===== src/rtl/uc_seq_if.sv =====
// Control-unit bundle: datapath status/opcode in, datapath select/enable lines out.
// The master side is the datapath (or a bench); the slave side is uc_seq.
interface uc_seq_if #(
    parameter int unsigned CNT_W = 16
);
    logic [5:0]       Opcode;
    logic             zero;
    logic             run;
    logic             s_inc;
    logic             s_inm;
    logic             we;
    logic             wez;
    logic [2:0]       ALUOp;
    logic             pc_hold;
    logic             halted;
    logic             err;
    logic [CNT_W-1:0] instr_count;

    modport master (
        output Opcode, zero, run,
        input  s_inc, s_inm, we, wez, ALUOp, pc_hold, halted, err, instr_count
    );

    modport slave (
        input  Opcode, zero, run,
        output s_inc, s_inm, we, wez, ALUOp, pc_hold, halted, err, instr_count
    );
endinterface


===== src/rtl/uc_seq.sv =====
// Sequenced control unit for the 8-bit microcontroller datapath: Mealy decode in RUN,
// multi-cycle WAIT, HALT/resume, sticky illegal-opcode trap and retired-instruction counter.
module uc_seq #(
    parameter int unsigned WAIT_CYCLES = 4,
    parameter int unsigned CNT_W       = 16
) (
    input  logic      clk,
    input  logic      reset,
    uc_seq_if.slave   io_bus
);

    localparam int unsigned WCNT_W = 8;
    localparam int unsigned OP_W   = 6;
    localparam int unsigned ALU_W  = 3;

    localparam logic [OP_W-1:0] OP_J    = 6'b000100;
    localparam logic [OP_W-1:0] OP_JZ   = 6'b000101;
    localparam logic [OP_W-1:0] OP_JNZ  = 6'b000110;
    localparam logic [OP_W-1:0] OP_WAIT = 6'b001000;
    localparam logic [OP_W-1:0] OP_HALT = 6'b001001;

    typedef enum logic [1:0] {
        ST_RUN  = 2'd0,
        ST_WAIT = 2'd1,
        ST_HALT = 2'd2
    } state_t;

    state_t              r_state;
    state_t              w_next_state;
    logic [WCNT_W-1:0]   r_wait_cnt;
    logic [WCNT_W-1:0]   w_wait_cnt_nxt;
    logic                r_halted;
    logic                r_err;
    logic [CNT_W-1:0]    r_instr_count;
    logic                w_set_err;

    logic                w_s_inc;
    logic                w_s_inm;
    logic                w_we;
    logic                w_wez;
    logic [ALU_W-1:0]    w_alu_op;
    logic                w_pc_hold;

    logic [OP_W-1:0]     w_op;
    logic                w_op_alu;
    logic                w_op_li;
    logic                w_op_j;
    logic                w_op_jz;
    logic                w_op_jnz;
    logic                w_op_wait;
    logic                w_op_halt;
    logic                w_op_illegal;

    // Opcode classification
    assign w_op         = io_bus.Opcode;
    assign w_op_alu     = w_op[5];
    assign w_op_li      = (w_op[5:2] == 4'b0000);
    assign w_op_j       = (w_op == OP_J);
    assign w_op_jz      = (w_op == OP_JZ);
    assign w_op_jnz     = (w_op == OP_JNZ);
    assign w_op_wait    = (w_op == OP_WAIT);
    assign w_op_halt    = (w_op == OP_HALT);
    // 001010..011111: bit 5 clear and low five bits at or above 01010
    assign w_op_illegal = !w_op[5] && (w_op[4:0] >= 5'b01010);

    // State register and wait counter
    always_ff @(posedge clk) begin
        if (!reset) begin
            r_state    <= ST_RUN;
            r_wait_cnt <= '0;
        end else begin
            r_state    <= w_next_state;
            r_wait_cnt <= w_wait_cnt_nxt;
        end
    end

    // Next-state logic
    always_comb begin
        w_next_state   = r_state;
        w_wait_cnt_nxt = r_wait_cnt;
        w_set_err      = 1'b0;
        case (r_state)
            ST_RUN: begin
                if (w_op_wait) begin
                    w_next_state   = ST_WAIT;
                    w_wait_cnt_nxt = WCNT_W'(WAIT_CYCLES - 32'd1);
                end else if (w_op_halt) begin
                    w_next_state = ST_HALT;
                end else if (w_op_illegal) begin
                    w_next_state = ST_HALT;
                    w_set_err    = 1'b1;
                end
            end
            ST_WAIT: begin
                w_wait_cnt_nxt = r_wait_cnt - WCNT_W'(1);
                if (r_wait_cnt == WCNT_W'(1)) begin
                    w_next_state = ST_RUN;
                end
            end
            ST_HALT: begin
                if (io_bus.run && !r_err) begin
                    w_next_state = ST_RUN;
                end
            end
            default: begin
                w_next_state   = ST_RUN;
                w_wait_cnt_nxt = '0;
            end
        endcase
    end

    // Mealy output decode; reset overrides everything with a PC-holding, write-free set
    always_comb begin
        w_s_inc   = 1'b1;
        w_s_inm   = 1'b0;
        w_we      = 1'b0;
        w_wez     = 1'b0;
        w_alu_op  = '0;
        w_pc_hold = 1'b0;
        case (r_state)
            ST_RUN: begin
                if (w_op_alu) begin
                    w_alu_op = w_op[4:2];
                    w_we     = 1'b1;
                    w_wez    = 1'b1;
                end else if (w_op_li) begin
                    w_s_inm = 1'b1;
                    w_we    = 1'b1;
                end else if (w_op_j) begin
                    w_s_inc = 1'b0;
                end else if (w_op_jz) begin
                    w_s_inc = !io_bus.zero;
                end else if (w_op_jnz) begin
                    w_s_inc = io_bus.zero;
                end else if (w_op_wait || w_op_halt || w_op_illegal) begin
                    w_pc_hold = 1'b1;
                end
            end
            ST_WAIT: begin
                w_pc_hold = (r_wait_cnt != WCNT_W'(1));
            end
            ST_HALT: begin
                w_pc_hold = !(io_bus.run && !r_err);
            end
            default: begin
                w_pc_hold = 1'b1;
            end
        endcase
        if (!reset) begin
            w_s_inc   = 1'b1;
            w_s_inm   = 1'b0;
            w_we      = 1'b0;
            w_wez     = 1'b0;
            w_alu_op  = '0;
            w_pc_hold = 1'b1;
        end
    end

    // Status flags and retired-instruction counter
    always_ff @(posedge clk) begin
        if (!reset) begin
            r_halted      <= 1'b0;
            r_err         <= 1'b0;
            r_instr_count <= '0;
        end else begin
            r_halted <= (w_next_state == ST_HALT);
            if (w_set_err) begin
                r_err <= 1'b1;
            end
            if (!w_pc_hold) begin
                r_instr_count <= r_instr_count + CNT_W'(1);
            end
        end
    end

    assign io_bus.s_inc       = w_s_inc;
    assign io_bus.s_inm       = w_s_inm;
    assign io_bus.we          = w_we;
    assign io_bus.wez         = w_wez;
    assign io_bus.ALUOp       = w_alu_op;
    assign io_bus.pc_hold     = w_pc_hold;
    assign io_bus.halted      = r_halted;
    assign io_bus.err         = r_err;
    assign io_bus.instr_count = r_instr_count;

endmodule


===== src/flat_wrapper.sv =====
// flat-port wrapper written by rule: the top's interface ports become plain ports
module uc_seq_flat 
#(
    parameter int unsigned WAIT_CYCLES = 4,
    parameter int unsigned CNT_W       = 16
)
  (clk, reset, io_bus_Opcode, io_bus_zero, io_bus_run, io_bus_s_inc, io_bus_s_inm, io_bus_we, io_bus_wez, io_bus_ALUOp, io_bus_pc_hold, io_bus_halted, io_bus_err, io_bus_instr_count);
  uc_seq_if #(.CNT_W(CNT_W)) io_bus_i ();
  input  logic clk;
  input  logic reset;
  input wire logic [$bits(io_bus_i.Opcode)-1:0] io_bus_Opcode;
  input wire logic [$bits(io_bus_i.zero)-1:0] io_bus_zero;
  input wire logic [$bits(io_bus_i.run)-1:0] io_bus_run;
  output wire logic [$bits(io_bus_i.s_inc)-1:0] io_bus_s_inc;
  output wire logic [$bits(io_bus_i.s_inm)-1:0] io_bus_s_inm;
  output wire logic [$bits(io_bus_i.we)-1:0] io_bus_we;
  output wire logic [$bits(io_bus_i.wez)-1:0] io_bus_wez;
  output wire logic [$bits(io_bus_i.ALUOp)-1:0] io_bus_ALUOp;
  output wire logic [$bits(io_bus_i.pc_hold)-1:0] io_bus_pc_hold;
  output wire logic [$bits(io_bus_i.halted)-1:0] io_bus_halted;
  output wire logic [$bits(io_bus_i.err)-1:0] io_bus_err;
  output wire logic [$bits(io_bus_i.instr_count)-1:0] io_bus_instr_count;
  assign io_bus_i.Opcode = io_bus_Opcode;
  assign io_bus_i.zero = io_bus_zero;
  assign io_bus_i.run = io_bus_run;
  assign io_bus_s_inc = io_bus_i.s_inc;
  assign io_bus_s_inm = io_bus_i.s_inm;
  assign io_bus_we = io_bus_i.we;
  assign io_bus_wez = io_bus_i.wez;
  assign io_bus_ALUOp = io_bus_i.ALUOp;
  assign io_bus_pc_hold = io_bus_i.pc_hold;
  assign io_bus_halted = io_bus_i.halted;
  assign io_bus_err = io_bus_i.err;
  assign io_bus_instr_count = io_bus_i.instr_count;
  uc_seq #(.WAIT_CYCLES(WAIT_CYCLES), .CNT_W(CNT_W)) u_core (.clk(clk), .reset(reset), .io_bus(io_bus_i));
endmodule

===== config.mk =====
export PLATFORM = sky130hd
export DESIGN_NAME = uc_seq_flat
export DESIGN_NICKNAME = d
export VERILOG_FILES = /design/src/rtl/uc_seq_if.sv /design/src/rtl/uc_seq.sv /design/src/flat_wrapper.sv
export SDC_FILE = /design/constraint.sdc
export NUM_CORES = 1
export LEC_CHECK = 0
export CORE_MARGIN = 1
export CORE_UTILIZATION = 47
export DETAILED_ROUTE_END_ITERATION = 10
export PLACE_DENSITY = 0.76
export SLEW_MARGIN = 25
export SYNTH_ARGS = -nofsm -noshare
export SYNTH_HDL_FRONTEND = slang
export SYNTH_SLANG_ARGS = --single-unit

===== constraint.sdc =====
create_clock -name clk -period 4.8 [get_ports clk]
set_input_delay 0.96 -clock clk [delete_from_list [all_inputs] [get_ports clk]]
set_output_delay 0.96 -clock clk [all_outputs]
set_load 0.01 [all_outputs]

==> run summary, run 1 <==
STATUS
-------------------------------------------------------------------------------------
Status                                                                   complete, no violations

LAYOUT
-------------------------------------------------------------------------------------
Filler cell count in the final layout                                             285
Diodes inserted                                                                     0
Final core utilization                                                          63.6%
Area Growth Syn to Fin                                                          26.7%
Footprint of the multi-input gates                                            911 um2
Share of cells above drive strength 1                                           6.07%
Seq. cell area                                                                561 um2
Post-route standard cell area excluding fillers                              1960 um2
Nets                                                                              228

SYNTHESIS
-------------------------------------------------------------------------------------
Prevailing post-synth register cell                                      sky130_fd_sc_hd__dfxtp_1
Synthesis warning total                                                             0
Portion of the post-synthesis area used by sequential elements                  36.3%
Count of distinct cell types in the synthesized netlist                            42
Cell count after synthesis                                                        182
Synthesized flop and latch total                                                   28
FFs w/ async S/R, synth                                                            0%
Count of flip-flops with a built-in enable after synthesis                          0
Avg Inst Size Synth                                                          8.49 um2
Net count of the mapped netlist                                                   195
Combined area of all synthesized cells                                       1550 um2

POWER
-------------------------------------------------------------------------------------
Power per unit of standard cell area                                       217 nW/um2
Static power due to leakage                                               0.000636 uW
IR drop worst, VDD                                                           0.125 mV

CLOCK NETWORK
-------------------------------------------------------------------------------------
CTS Buf Count                                                                       3
CTS Root Buffer Type                                                     sky130_fd_sc_hd__clkbuf_4
Clock latency at the later pin of the worst-skew pair                         0.32 ns
Clock-pin slew of the registers on the worst-case setup and hold paths        0.14 ns
CTS tree                                                                        built
CTS hold repair buffers                                                             0
Buffers from clock root to sink, at most                                            2
Sinks on the clock net                                                             28
Number of H-tree levels                                                             1
Setup Buffers After CTS                                                             0
Post-CTS resize count                                                               0

SETUP PATH
-------------------------------------------------------------------------------------
Reg-to-reg critical path endpoint                                        u_core.io_bus.instr_count[13]$_SDFFE_PN0N_
Data required time of the worst path                                          3.84 ns
Crit. Startpoint                                                         io_bus_Opcode[5]
Worst reg2reg path startpoint                                            u_core.r_state[1]$_SDFF_PN0_
Type of the worst setup path                                             input port to output port
End point of the critical path                                           io_bus_s_inc
Highest net fanout along the worst path                                             5
Signal arrival time at the worst endpoint                                     3.21 ns
Reg-to-reg setup timing slack                                                 2.70 ns
Cell count of the worst reg-to-reg path                                             4
Worst setup EP type                                                       output port
Kind of start point of the critical path                                   input port

GLOBAL ROUTING
-------------------------------------------------------------------------------------
Tot GR Track Use                                                                21.7%
First-pass GRT wire length                                                    5970 um
Vias in the first global route                                                   1375
Maximum number of pins on one net before global-route repair                       28
Antenna violations before repair                                                    0
Remaining global-route overflow                                                     0

ROUTE
-------------------------------------------------------------------------------------
Total routed wirelength                                                       3720 um
DRC                                                                                 0
Length of the first detailed-routing pass in iterations                             4
Routed WL per cell                                                            14.4 um
Antenna Nets Post-Route                                                             0
Via total after detailed routing                                                 1565
Starting DRT DRC Count                                                             70
Via-per-instance ratio                                                           6.07

STA
-------------------------------------------------------------------------------------
Unrepaired setup endpoints after global routing                                    no
Tightest Pin Transition                                                      0.906 ns
Final Max Slew Viols                                                                0
Endpoints failing setup                                                             0
Skew final                                                                 0.00286 ns
Total Negative Setup Slacks                                                      0 ns
Highest Clock Rate                                                          0.240 GHz
Final worst-path cycle share                                                    87.0%
Shortest period the worst path allows                                         4.17 ns
Number of failing hold endpoints at the final stage                                 0
Max-slew headroom                                                               39.6%

PLACED DESIGN
-------------------------------------------------------------------------------------
HPWL reported at the end of detailed placement                                2620 um
Quantity of I/O buffers inserted on ports                                          35
Area after DPL                                                               1920 um2
Routability-driven placement congestion ratio                                   0.780

DIE
-------------------------------------------------------------------------------------
Die outline area                                                             3520 um2
Vertical die dimension                                                        59.3 um
Std cell rows                                                                      20
Die Width                                                                     59.3 um
I/O pin total                                                                      36
Effective utilization at floorplan                                              50.2%
Core footprint                                                               3080 um2

WORST HOLD PATH
-------------------------------------------------------------------------------------
Worst hold path type                                                     flop to flop
Worst hold stages                                                                   1

FLOW RUN
-------------------------------------------------------------------------------------
Max-cap viol count                                                                  0

==> worst min-delay path by stage <==
| stage | endpoint | slack [ns] | start |
|---|---|---|---|
| after floorplan | u_core.r_wait_cnt[7]$_SDFFE_PN0P_ | 0.42 | u_core.r_wait_cnt[7]$_SDFFE_PN0P_ |
| after global placement | u_core.r_wait_cnt[7]$_SDFFE_PN0P_ | 0.45 | u_core.r_wait_cnt[7]$_SDFFE_PN0P_ |
| after detailed placement | u_core.r_wait_cnt[7]$_SDFFE_PN0P_ | 0.45 | u_core.r_wait_cnt[7]$_SDFFE_PN0P_ |
| after CTS | u_core.r_wait_cnt[7]$_SDFFE_PN0P_ | 0.47 | u_core.r_wait_cnt[7]$_SDFFE_PN0P_ |
| after global routing | u_core.r_wait_cnt[7]$_SDFFE_PN0P_ | 0.51 | u_core.r_wait_cnt[7]$_SDFFE_PN0P_ |
| final | u_core.r_wait_cnt[7]$_SDFFE_PN0P_ | 0.47 | u_core.r_wait_cnt[7]$_SDFFE_PN0P_ |
==> sequential cells by signal, indices dropped and copies added (netlist names) <==
register	flops
u_core.r_state	2
u_core.io_bus.halted	1
u_core.io_bus.err	1
u_core.r_wait_cnt	8
u_core.io_bus.instr_count	16
==> stage by stage <==
stage	power (uW)	hold WS (ns)	cells	worst slack, ns
6_report	425	0.471	258	0.626
5_1_grt	446	0.509	258	0.555
4_1_cts	428	0.471	258	0.638
3_5_place_dp	317	0.450	254	0.645
3_3_place_gp	314	0.448	254	0.658
2_1_floorplan	285	0.423	182	1.51
==> cell families (layout without fill, tap and decap cells) <==
logic type / after synthesis / count (layout) / synth area share, %
adders and majority gates: 3 / 3 / 2.43
DFF: 28 / 28 / 36.3
buffers and inverters: 17 / 49 / 4.78
and+or+nand+nor: 75 / 75 / 29.3
muxes: 7 / 7 / 4.62
AOI/OAI and AO/OA: 52 / 52 / 22.6
==> cell usage after synthesis, types with 5 or more instances <==
| master | number | area, um2 |
|---|---|---|
| sky130_fd_sc_hd__dfxtp_1 | 28 | 561 |
| sky130_fd_sc_hd__nor2_1 | 11 | 41.3 |
| sky130_fd_sc_hd__nand2_1 | 12 | 45.0 |
| sky130_fd_sc_hd__clkbuf_1 | 6 | 22.5 |
| sky130_fd_sc_hd__inv_1 | 7 | 26.3 |
| sky130_fd_sc_hd__a21oi_1 | 13 | 65.1 |
| sky130_fd_sc_hd__mux2i_1 | 6 | 60.1 |
| sky130_fd_sc_hd__a211oi_1 | 5 | 37.5 |
| sky130_fd_sc_hd__nand2b_1 | 8 | 50.1 |
| sky130_fd_sc_hd__or4_1 | 10 | 75.1 |
| sky130_fd_sc_hd__o21ai_0 | 9 | 45.0 |
| sky130_fd_sc_hd__nor4_1 | 7 | 43.8 |
| sky130_fd_sc_hd__o31ai_1 | 9 | 67.6 |
==> routing by layer <==
| metal | routed length, um | part of all wire, % | track usage, % | vias up |
|---|---|---|---|---|
| li1 | - | - | - | 767 |
| met1 | 1700 | 46 | 28.9 | 735 |
| met2 | 1780 | 48 | 37.6 | 61 |
| met3 | 219 | 5.9 | 2.18 | 2 |
| met4 | 19 | 0.51 | 5.10 | 0 |
| met5 | 0 | 0 | 0 | - |
==> cell type report <==
| cell class | count | share of cell area, % |
|---|---|---|
| tap | 44 | 2.81 |
| sequential | 28 | 28.6 |
| clock buffer | 4 | 1.85 |
| inverter | 8 | 1.53 |
| multi-input combinational | 137 | 46.5 |
| timing repair buffer | 37 | 18.7 |
==> worst max-delay path: stages <==
cell and delay (ns):
sky130_fd_sc_hd__clkdlybuf4s50_1 0.46, sky130_fd_sc_hd__or3_1 0.39, sky130_fd_sc_hd__or4_1 0.44, sky130_fd_sc_hd__or4b_1 0.47, sky130_fd_sc_hd__clkdlybuf4s50_1 0.49
==> report_power, final <==
part	internal (uW)	switching, uW
Sequential	238	7.98
Clock	46.3	66.2
Combinational	33.4	32.3
==> cell usage in the layout (no fill, tap or decap), types with 2 or more instances in the layout <==
master                            count
sky130_fd_sc_hd__a211oi_1             5
sky130_fd_sc_hd__a21oi_1             13
sky130_fd_sc_hd__a31oi_1              4
sky130_fd_sc_hd__and2_1               2
sky130_fd_sc_hd__and4_1               3
sky130_fd_sc_hd__buf_4                2
sky130_fd_sc_hd__clkbuf_4             3
sky130_fd_sc_hd__clkdlybuf4s50_1     35
sky130_fd_sc_hd__dfxtp_1             28
sky130_fd_sc_hd__ha_1                 3
sky130_fd_sc_hd__inv_1                7
sky130_fd_sc_hd__mux2i_1              6
sky130_fd_sc_hd__nand2_1             12
sky130_fd_sc_hd__nand2b_1             8
sky130_fd_sc_hd__nand3_1              4
sky130_fd_sc_hd__nand4_1              3
sky130_fd_sc_hd__nor2_1              11
sky130_fd_sc_hd__nor3_1               3
sky130_fd_sc_hd__nor4_1               7
sky130_fd_sc_hd__nor4b_2              2
sky130_fd_sc_hd__o21a_1               3
sky130_fd_sc_hd__o21ai_0              9
sky130_fd_sc_hd__o31ai_1              9
sky130_fd_sc_hd__or2_2                2
sky130_fd_sc_hd__or3_1                3
sky130_fd_sc_hd__or4_1               10
No activity file was read; power rests on OpenSTA's default activity.
==> inputs of run 2 (changes only) <==
--- a/config.mk
+++ b/config.mk
@@ -5,7 +5,7 @@
 export SDC_FILE = /design/constraint.sdc
 export NUM_CORES = 1
 export LEC_CHECK = 0
-export CORE_MARGIN = 1
+export CORE_MARGIN = 5
 export CORE_UTILIZATION = 47
 export DETAILED_ROUTE_END_ITERATION = 10
 export PLACE_DENSITY = 0.76
==> run 2 against run 1 <==
Net effect: die area rose by 29%; sequential power barely moved; non-clock buffer count did not move; cell area rose by 0.83%; first-iteration DRC count fell by 13%; clock skew rose by 0.0018 ns; global-route usage fell by 3.2 points; via count fell by 1.3%; wire length rose by 3.2%; highest routed layer unchanged.
==> run summary, run 2 (synthesized netlist as in run 1, its figures left out) <==
STATUS
-------------------------------------------------------------------------------------
Status                                                                   complete, no violations

STA
-------------------------------------------------------------------------------------
Shortest period the worst path allows                                         4.21 ns   +0.0320 ns
Final Max Slew Viols                                                                0   unchanged
Unrepaired setup endpoints after global routing                                    no
Max-slew headroom                                                               40.3%   +0.71 points
Total Negative Setup Slacks                                                      0 ns   unchanged
Endpoints failing setup                                                             0   unchanged
Final worst-path cycle share                                                    87.6%   +0.67 points
Skew final                                                                 0.00464 ns   +0.00178 ns
Worst hold slack after final layout                                          0.472 ns   +0.00117 ns
Highest Clock Rate                                                          0.238 GHz   -0.76%
Number of failing hold endpoints at the final stage                                 0   unchanged
Tightest Pin Transition                                                      0.896 ns   -0.0107 ns

CLOCK NETWORK
-------------------------------------------------------------------------------------
Clock latency at the later pin of the worst-skew pair                         0.32 ns   about the same
Sinks on the clock net                                                             28   unchanged
CTS Buf Count                                                                       3   unchanged
CTS tree                                                                        built
Clock-pin slew of the registers on the worst-case setup and hold paths        0.15 ns   about the same
Buffers from clock root to sink, at most                                            2   unchanged
CTS Root Buffer Type                                                     sky130_fd_sc_hd__clkbuf_4
Post-CTS resize count                                                               0   unchanged
Setup Buffers After CTS                                                             0   unchanged
CTS hold repair buffers                                                             0   unchanged
Number of H-tree levels                                                             1   unchanged

PLACED DESIGN
-------------------------------------------------------------------------------------
Quantity of I/O buffers inserted on ports                                          35   unchanged
HPWL reported at the end of detailed placement                                2790 um   +6.4%
Area after DPL                                                               1920 um2   unchanged
Routability-driven placement congestion ratio                                   0.805   +3.1%

GLOBAL ROUTING
-------------------------------------------------------------------------------------
Maximum number of pins on one net before global-route repair                       28   unchanged
Vias in the first global route                                                   1497   +8.9%
Antenna violations before repair                                                    0   unchanged
Tot GR Track Use                                                                18.4%   -3.2 points
Remaining global-route overflow                                                     0   unchanged
First-pass GRT wire length                                                    6640 um   +11%

LAYOUT
-------------------------------------------------------------------------------------
Post-route standard cell area excluding fillers                              1970 um2   +0.83%
Diodes inserted                                                                     0   unchanged
Share of cells above drive strength 1                                           6.07%   unchanged
Filler cell count in the final layout                                             284   -0.35%
Number of flip-flops in the largest register                                       16   unchanged
Area Growth Syn to Fin                                                          27.8%
Seq. cell area                                                                561 um2   unchanged
Final core utilization                                                          63.6%   about the same
Most common cell after layout, fill and taps aside                       sky130_fd_sc_hd__clkdlybuf4s50_1
Most used cells in the layout excluding fill and tap cells               35 x sky130_fd_sc_hd__clkdlybuf4s50_1, 28 x sky130_fd_sc_hd__dfxtp_1, 13 x sky130_fd_sc_hd__a21oi_1, 12 x sky130_fd_sc_hd__nand2_1, 11 x sky130_fd_sc_hd__nor2_1
Footprint of the multi-input gates                                            911 um2   unchanged
Nets                                                                              228   unchanged

SETUP PATH
-------------------------------------------------------------------------------------
Kind of start point of the critical path                                   input port
Data required time of the worst path                                          3.84 ns   about the same
End point of the critical path                                           io_bus_s_inc
Signal arrival time at the worst endpoint                                     3.25 ns   +0.04 ns
Reg-to-reg critical path endpoint                                        u_core.io_bus.instr_count[13]$_SDFFE_PN0N_
Type of the worst setup path                                             input port to output port
Cell count of the worst reg-to-reg path                                             4   unchanged
Highest net fanout along the worst path                                             5   unchanged
Crit. Startpoint                                                         io_bus_Opcode[5]
Worst reg2reg path startpoint                                            u_core.r_state[1]$_SDFF_PN0_
Worst setup EP type                                                       output port
Reg-to-reg setup timing slack                                                 2.70 ns   about the same

DIE
-------------------------------------------------------------------------------------
Vertical die dimension                                                        67.3 um   +13%
Core footprint                                                               3100 um2   +0.81%
I/O pin total                                                                      36   unchanged
Effective utilization at floorplan                                              49.8%   -0.40 points
Die Width                                                                     67.3 um   +13%
Die outline area                                                             4530 um2   +29%
Std cell rows                                                                      20   unchanged

POWER
-------------------------------------------------------------------------------------
IR drop worst, VDD                                                           0.111 mV   -11%
Power per unit of standard cell area                                       236 nW/um2   +8.8%
Static power due to leakage                                               0.000643 uW   +1.1%
Total Power Consumption                                                        466 uW   +9.7%

ROUTE
-------------------------------------------------------------------------------------
Via-per-instance ratio                                                           5.99   -1.3%
Via total after detailed routing                                                 1545   -1.3%
Routed WL per cell                                                            14.9 um   +3.2%
DRC                                                                                 0   unchanged
Starting DRT DRC Count                                                             61   -13%
Length of the first detailed-routing pass in iterations                             4   unchanged
Antenna Nets Post-Route                                                             0   unchanged
Total routed wirelength                                                       3840 um   +3.2%

FLOW RUN
-------------------------------------------------------------------------------------
Max-cap viol count                                                                  0   unchanged

WORST HOLD PATH
-------------------------------------------------------------------------------------
Worst hold path type                                                     flop to flop
Worst hold stages                                                                   1   unchanged

[run 2: cell type report]
| type | count | share of cell area, % |
|---|---|---|
| Clock buffer | 3 | 1.14 |
| Tap cell | 44 | 2.79 |
| Multi-Input combinational cell | 137 | 46.1 |
| Inverter | 8 | 1.52 |
| Timing Repair Buffer | 37 | 18.5 |
| Sequential cell | 28 | 28.4 |
| Clock inverter | 1 | 1.52 |
[run 2: power by group]
part,total (uW),switching [uW],internal [uW]
logic,66.6,33.0,33.6
clock network,153,68.3,84.3
registers,247,8.22,238
total,466,110,356
[run 2: worst min path at each step]
stage / from / endpoint / slack, ns
CTS: u_core.r_wait_cnt[7]$_SDFFE_PN0P_ / u_core.r_wait_cnt[7]$_SDFFE_PN0P_ / 0.47
global route: u_core.r_wait_cnt[7]$_SDFFE_PN0P_ / u_core.r_wait_cnt[7]$_SDFFE_PN0P_ / 0.49
global placement: u_core.r_wait_cnt[7]$_SDFFE_PN0P_ / u_core.r_wait_cnt[7]$_SDFFE_PN0P_ / 0.44
floorplan: u_core.r_wait_cnt[7]$_SDFFE_PN0P_ / u_core.r_wait_cnt[7]$_SDFFE_PN0P_ / 0.42
finish: u_core.r_wait_cnt[7]$_SDFFE_PN0P_ / u_core.r_wait_cnt[7]$_SDFFE_PN0P_ / 0.47
detailed placement: u_core.r_wait_cnt[7]$_SDFFE_PN0P_ / u_core.r_wait_cnt[7]$_SDFFE_PN0P_ / 0.45
[run 2: stage by stage]
step | cells | setup WS, ns
final | 258 | 0.594
after global routing | 258 | 0.467
after CTS | 258 | 0.583
after detailed placement | 254 | 0.588
after global placement | 254 | 0.656
after floorplan | 182 | 1.51
[run 2: per-layer routing]
| layer | share of wire (%) | track usage [%] | vias up |
|---|---|---|---|
| met3 | 7.7 | 4.66 | 6 |
| met2 | 48 | 32.4 | 55 |
| met4 | 1.1 | 6.08 | 0 |
| met5 | 0 | 0 | - |
| li1 | - | - | 763 |
| met1 | 43 | 21.7 | 721 |
[run 2: worst max-delay path, stage by stage]
cell	delay, ns
sky130_fd_sc_hd__clkdlybuf4s50_1	0.46
sky130_fd_sc_hd__or3_1	0.39
sky130_fd_sc_hd__or4_1	0.45
sky130_fd_sc_hd__or4b_1	0.49
sky130_fd_sc_hd__clkdlybuf4s50_1	0.50
==> inputs of run 3 (changes only) <==
--- a/config.mk
+++ b/config.mk
@@ -6,9 +6,9 @@
 export NUM_CORES = 1
 export LEC_CHECK = 0
 export CORE_MARGIN = 5
-export CORE_UTILIZATION = 47
+export CORE_UTILIZATION = 53
 export DETAILED_ROUTE_END_ITERATION = 10
-export PLACE_DENSITY = 0.76
+export PLACE_DENSITY = 0.84
 export SLEW_MARGIN = 25
 export SYNTH_ARGS = -nofsm -noshare
 export SYNTH_HDL_FRONTEND = slang
==> run 3 against run 2 <==
Net effect: setup slack got worse by 0.013 ns; fmax decreased by 0.31%; flip-flop and latch count unchanged; clock skew decreased by 0.0022 ns; via count increased by 1.8%; combinational power decreased by 1%; cell area decreased by 0.82%; final cell count decreased by 5.0%; sequential power about the same; first-iteration DRC count increased by 34%; count of clock-buffer cells in the layout unchanged; non-clock buffer count unchanged.
==> run summary, run 3 (synthesized netlist as in run 1, its figures left out) <==
SETUP PATH
-------------------------------------------------------------------------------------
Highest net fanout along the worst path                                             5   unchanged
Worst reg2reg path startpoint                                            u_core.r_state[1]$_SDFF_PN0_
Reg-to-reg critical path endpoint                                        u_core.io_bus.instr_count[7]$_SDFFE_PN0N_
Type of the worst setup path                                             input port to output port
Crit. Startpoint                                                         io_bus_Opcode[5]
Cell count of the worst reg-to-reg path                                             4   unchanged
Worst setup EP type                                                       output port
Reg-to-reg setup timing slack                                                 2.66 ns   -0.04 ns
Data required time of the worst path                                          3.84 ns   about the same
Kind of start point of the critical path                                   input port
Signal arrival time at the worst endpoint                                     3.26 ns   about the same

LAYOUT
-------------------------------------------------------------------------------------
Most common cell after layout, fill and taps aside                       sky130_fd_sc_hd__clkdlybuf4s50_1
Number of flip-flops in the largest register                                       16   unchanged
Nets                                                                              228   unchanged
Diodes inserted                                                                     0   unchanged
Final standard cell count with taps included and fillers excluded                 245   -5.0%
Most used cells in the layout excluding fill and tap cells               35 x sky130_fd_sc_hd__clkdlybuf4s50_1, 28 x sky130_fd_sc_hd__dfxtp_1, 13 x sky130_fd_sc_hd__a21oi_1, 12 x sky130_fd_sc_hd__nand2_1, 11 x sky130_fd_sc_hd__nor2_1
Share of cells above drive strength 1                                           6.07%   unchanged
Area Growth Syn to Fin                                                          26.7%
Final core utilization                                                          70.4%   +6.8 points

PLACED DESIGN
-------------------------------------------------------------------------------------
Cells after DPL                                                                   241   -5.1%
HPWL reported at the end of detailed placement                                2810 um   +0.78%
Routability-driven placement congestion ratio                                   0.810   +0.68%
Quantity of I/O buffers inserted on ports                                          35   unchanged

POWER
-------------------------------------------------------------------------------------
Total Power Consumption                                                        467 uW   +0.28%
Proportion of power drawn by the clock network                                  33.1%   +0.3 points
Switching part of the total                                                     23.7%   +0.22 points
Sequential cell fraction of total power                                         52.8%   about the same
IR drop worst, VDD                                                           0.186 mV   +67%
Switching power summed over all nets                                           111 uW   +1.2%
Power per unit of standard cell area                                       239 nW/um2   +1.1%
Static power due to leakage                                               0.000643 uW   unchanged
Design internal power                                                          356 uW   about the same
Combinational share of power                                                    14.1%   -0.2 points

ROUTE
-------------------------------------------------------------------------------------
Starting DRT DRC Count                                                             82   +34%
DRC                                                                                 0   unchanged
Total routed wirelength                                                       3940 um   +2.5%
Via total after detailed routing                                                 1573   +1.8%
Via-per-instance ratio                                                           6.42   +7.2%
Routed WL per cell                                                            16.1 um   +7.9%
Antenna Nets Post-Route                                                             0   unchanged
Length of the first detailed-routing pass in iterations                             4   unchanged

DIE
-------------------------------------------------------------------------------------
I/O pin total                                                                      36   unchanged
Vertical die dimension                                                        64.0 um   -5.0%
Die outline area                                                             4100 um2   -9.7%
Core footprint                                                               2780 um2   -10%
Effective utilization at floorplan                                              55.6%   +5.8 points
Die Width                                                                     64.0 um   -5.0%
Std cell rows                                                                      19   -5.0%

STA
-------------------------------------------------------------------------------------
Total Negative Setup Slacks                                                      0 ns   unchanged
Max-slew headroom                                                               37.2%   -3.1 points
Unrepaired setup endpoints after global routing                                    no
Highest Clock Rate                                                          0.237 GHz   -0.31%
Final Max Slew Viols                                                                0   unchanged
Skew final                                                                 0.00242 ns   -0.00222 ns
Final worst-path cycle share                                                    87.9%   +0.27 points
Tightest Pin Transition                                                      0.942 ns   +0.0459 ns
Shortest period the worst path allows                                         4.22 ns   +0.0130 ns
Number of failing hold endpoints at the final stage                                 0   unchanged
Endpoints failing setup                                                             0   unchanged

CLOCK NETWORK
-------------------------------------------------------------------------------------
Buffers from clock root to sink, at most                                            2   unchanged
CTS hold repair buffers                                                             0   unchanged
Setup Buffers After CTS                                                             0   unchanged
CTS Buf Count                                                                       3   unchanged
CTS Root Buffer Type                                                     sky130_fd_sc_hd__clkbuf_4
Clock-pin slew of the registers on the worst-case setup and hold paths        0.15 ns   about the same
Post-CTS resize count                                                               0   unchanged
Sinks on the clock net                                                             28   unchanged
Clock latency at the later pin of the worst-skew pair                         0.33 ns   about the same
CTS tree                                                                        built
Number of H-tree levels                                                             1   unchanged

STATUS
-------------------------------------------------------------------------------------
Status                                                                   complete, no violations

WORST HOLD PATH
-------------------------------------------------------------------------------------
Worst hold stages                                                                   2   +1
Worst hold path type                                                     flop to flop
Startpoint of the worst hold path                                        u_core.io_bus.instr_count[15]$_SDFFE_PN0N_
Worst Hold Endpoint                                                      u_core.io_bus.instr_count[15]$_SDFFE_PN0N_

GLOBAL ROUTING
-------------------------------------------------------------------------------------
Maximum number of pins on one net before global-route repair                       28   unchanged
Antenna violations before repair                                                    0   unchanged
Tot GR Track Use                                                                19.4%   +1.0 points
Vias in the first global route                                                   1492   -0.33%
Remaining global-route overflow                                                     0   unchanged
First-pass GRT wire length                                                    6670 um   +0.32%

FLOW RUN
-------------------------------------------------------------------------------------
Max-cap viol count                                                                  0   unchanged

## run 3: cell counts in the layout (fill, tap and decap cells not counted)
Identical to the previous run, type by type.
## run 3: critical path, stage by stage
cell	delay, ns
sky130_fd_sc_hd__clkdlybuf4s50_1	0.47
sky130_fd_sc_hd__or3_1	0.42
sky130_fd_sc_hd__or4_1	0.45
sky130_fd_sc_hd__or4b_1	0.47
sky130_fd_sc_hd__clkdlybuf4s50_1	0.49
## run 3: final cells by class
cell class / instances / area, um2
Fill cell: 229 / 823
Clock inverter: 1 / 30.0
Clock buffer: 3 / 22.5
Tap cell: 31 / 38.8
Sequential cell: 28 / 561
Inverter: 8 / 30.0
Multi-Input combinational cell: 137 / 911
Timing Repair Buffer: 37 / 365
## run 3: worst max-delay path by stage
stage / to / slack [ns] / depth (start not counted)
2_1_floorplan: io_bus_s_inc / 1.51 / 4
3_3_place_gp: io_bus_s_inc / 0.66 / 5
3_5_place_dp: io_bus_s_inc / 0.59 / 5
4_1_cts: io_bus_s_inc / 0.58 / 5
5_1_grt: io_bus_s_inc / 0.52 / 5
6_report: io_bus_s_inc / 0.58 / 5
## run 3: per-stage QoR
stage | cell area (um2) | worst slack, ns | hold WS (ns)
2_1_floorplan | 1550 | 1.51 | 0.423
3_3_place_gp | 1910 | 0.659 | 0.437
3_5_place_dp | 1910 | 0.592 | 0.465
4_1_cts | 1960 | 0.583 | 0.488
5_1_grt | 1960 | 0.520 | 0.516
6_report | 1960 | 0.581 | 0.486
## run 3: per-layer routing
layer | routed length [um] | track usage [%]
met5 | 0 | 0
met4 | 36 | 5.45
met3 | 205 | 3.68
met2 | 1960 | 34.9
met1 | 1740 | 23.4
## run 3: power groups by stage
stage	clock network, uW	logic [uW]	registers, uW
after floorplan	0	34.6	250
after CTS	157	66.1	246
after detailed placement	0	65.1	251
after global placement	0	63.3	251
final	155	65.9	246
after global routing	167	72.2	248
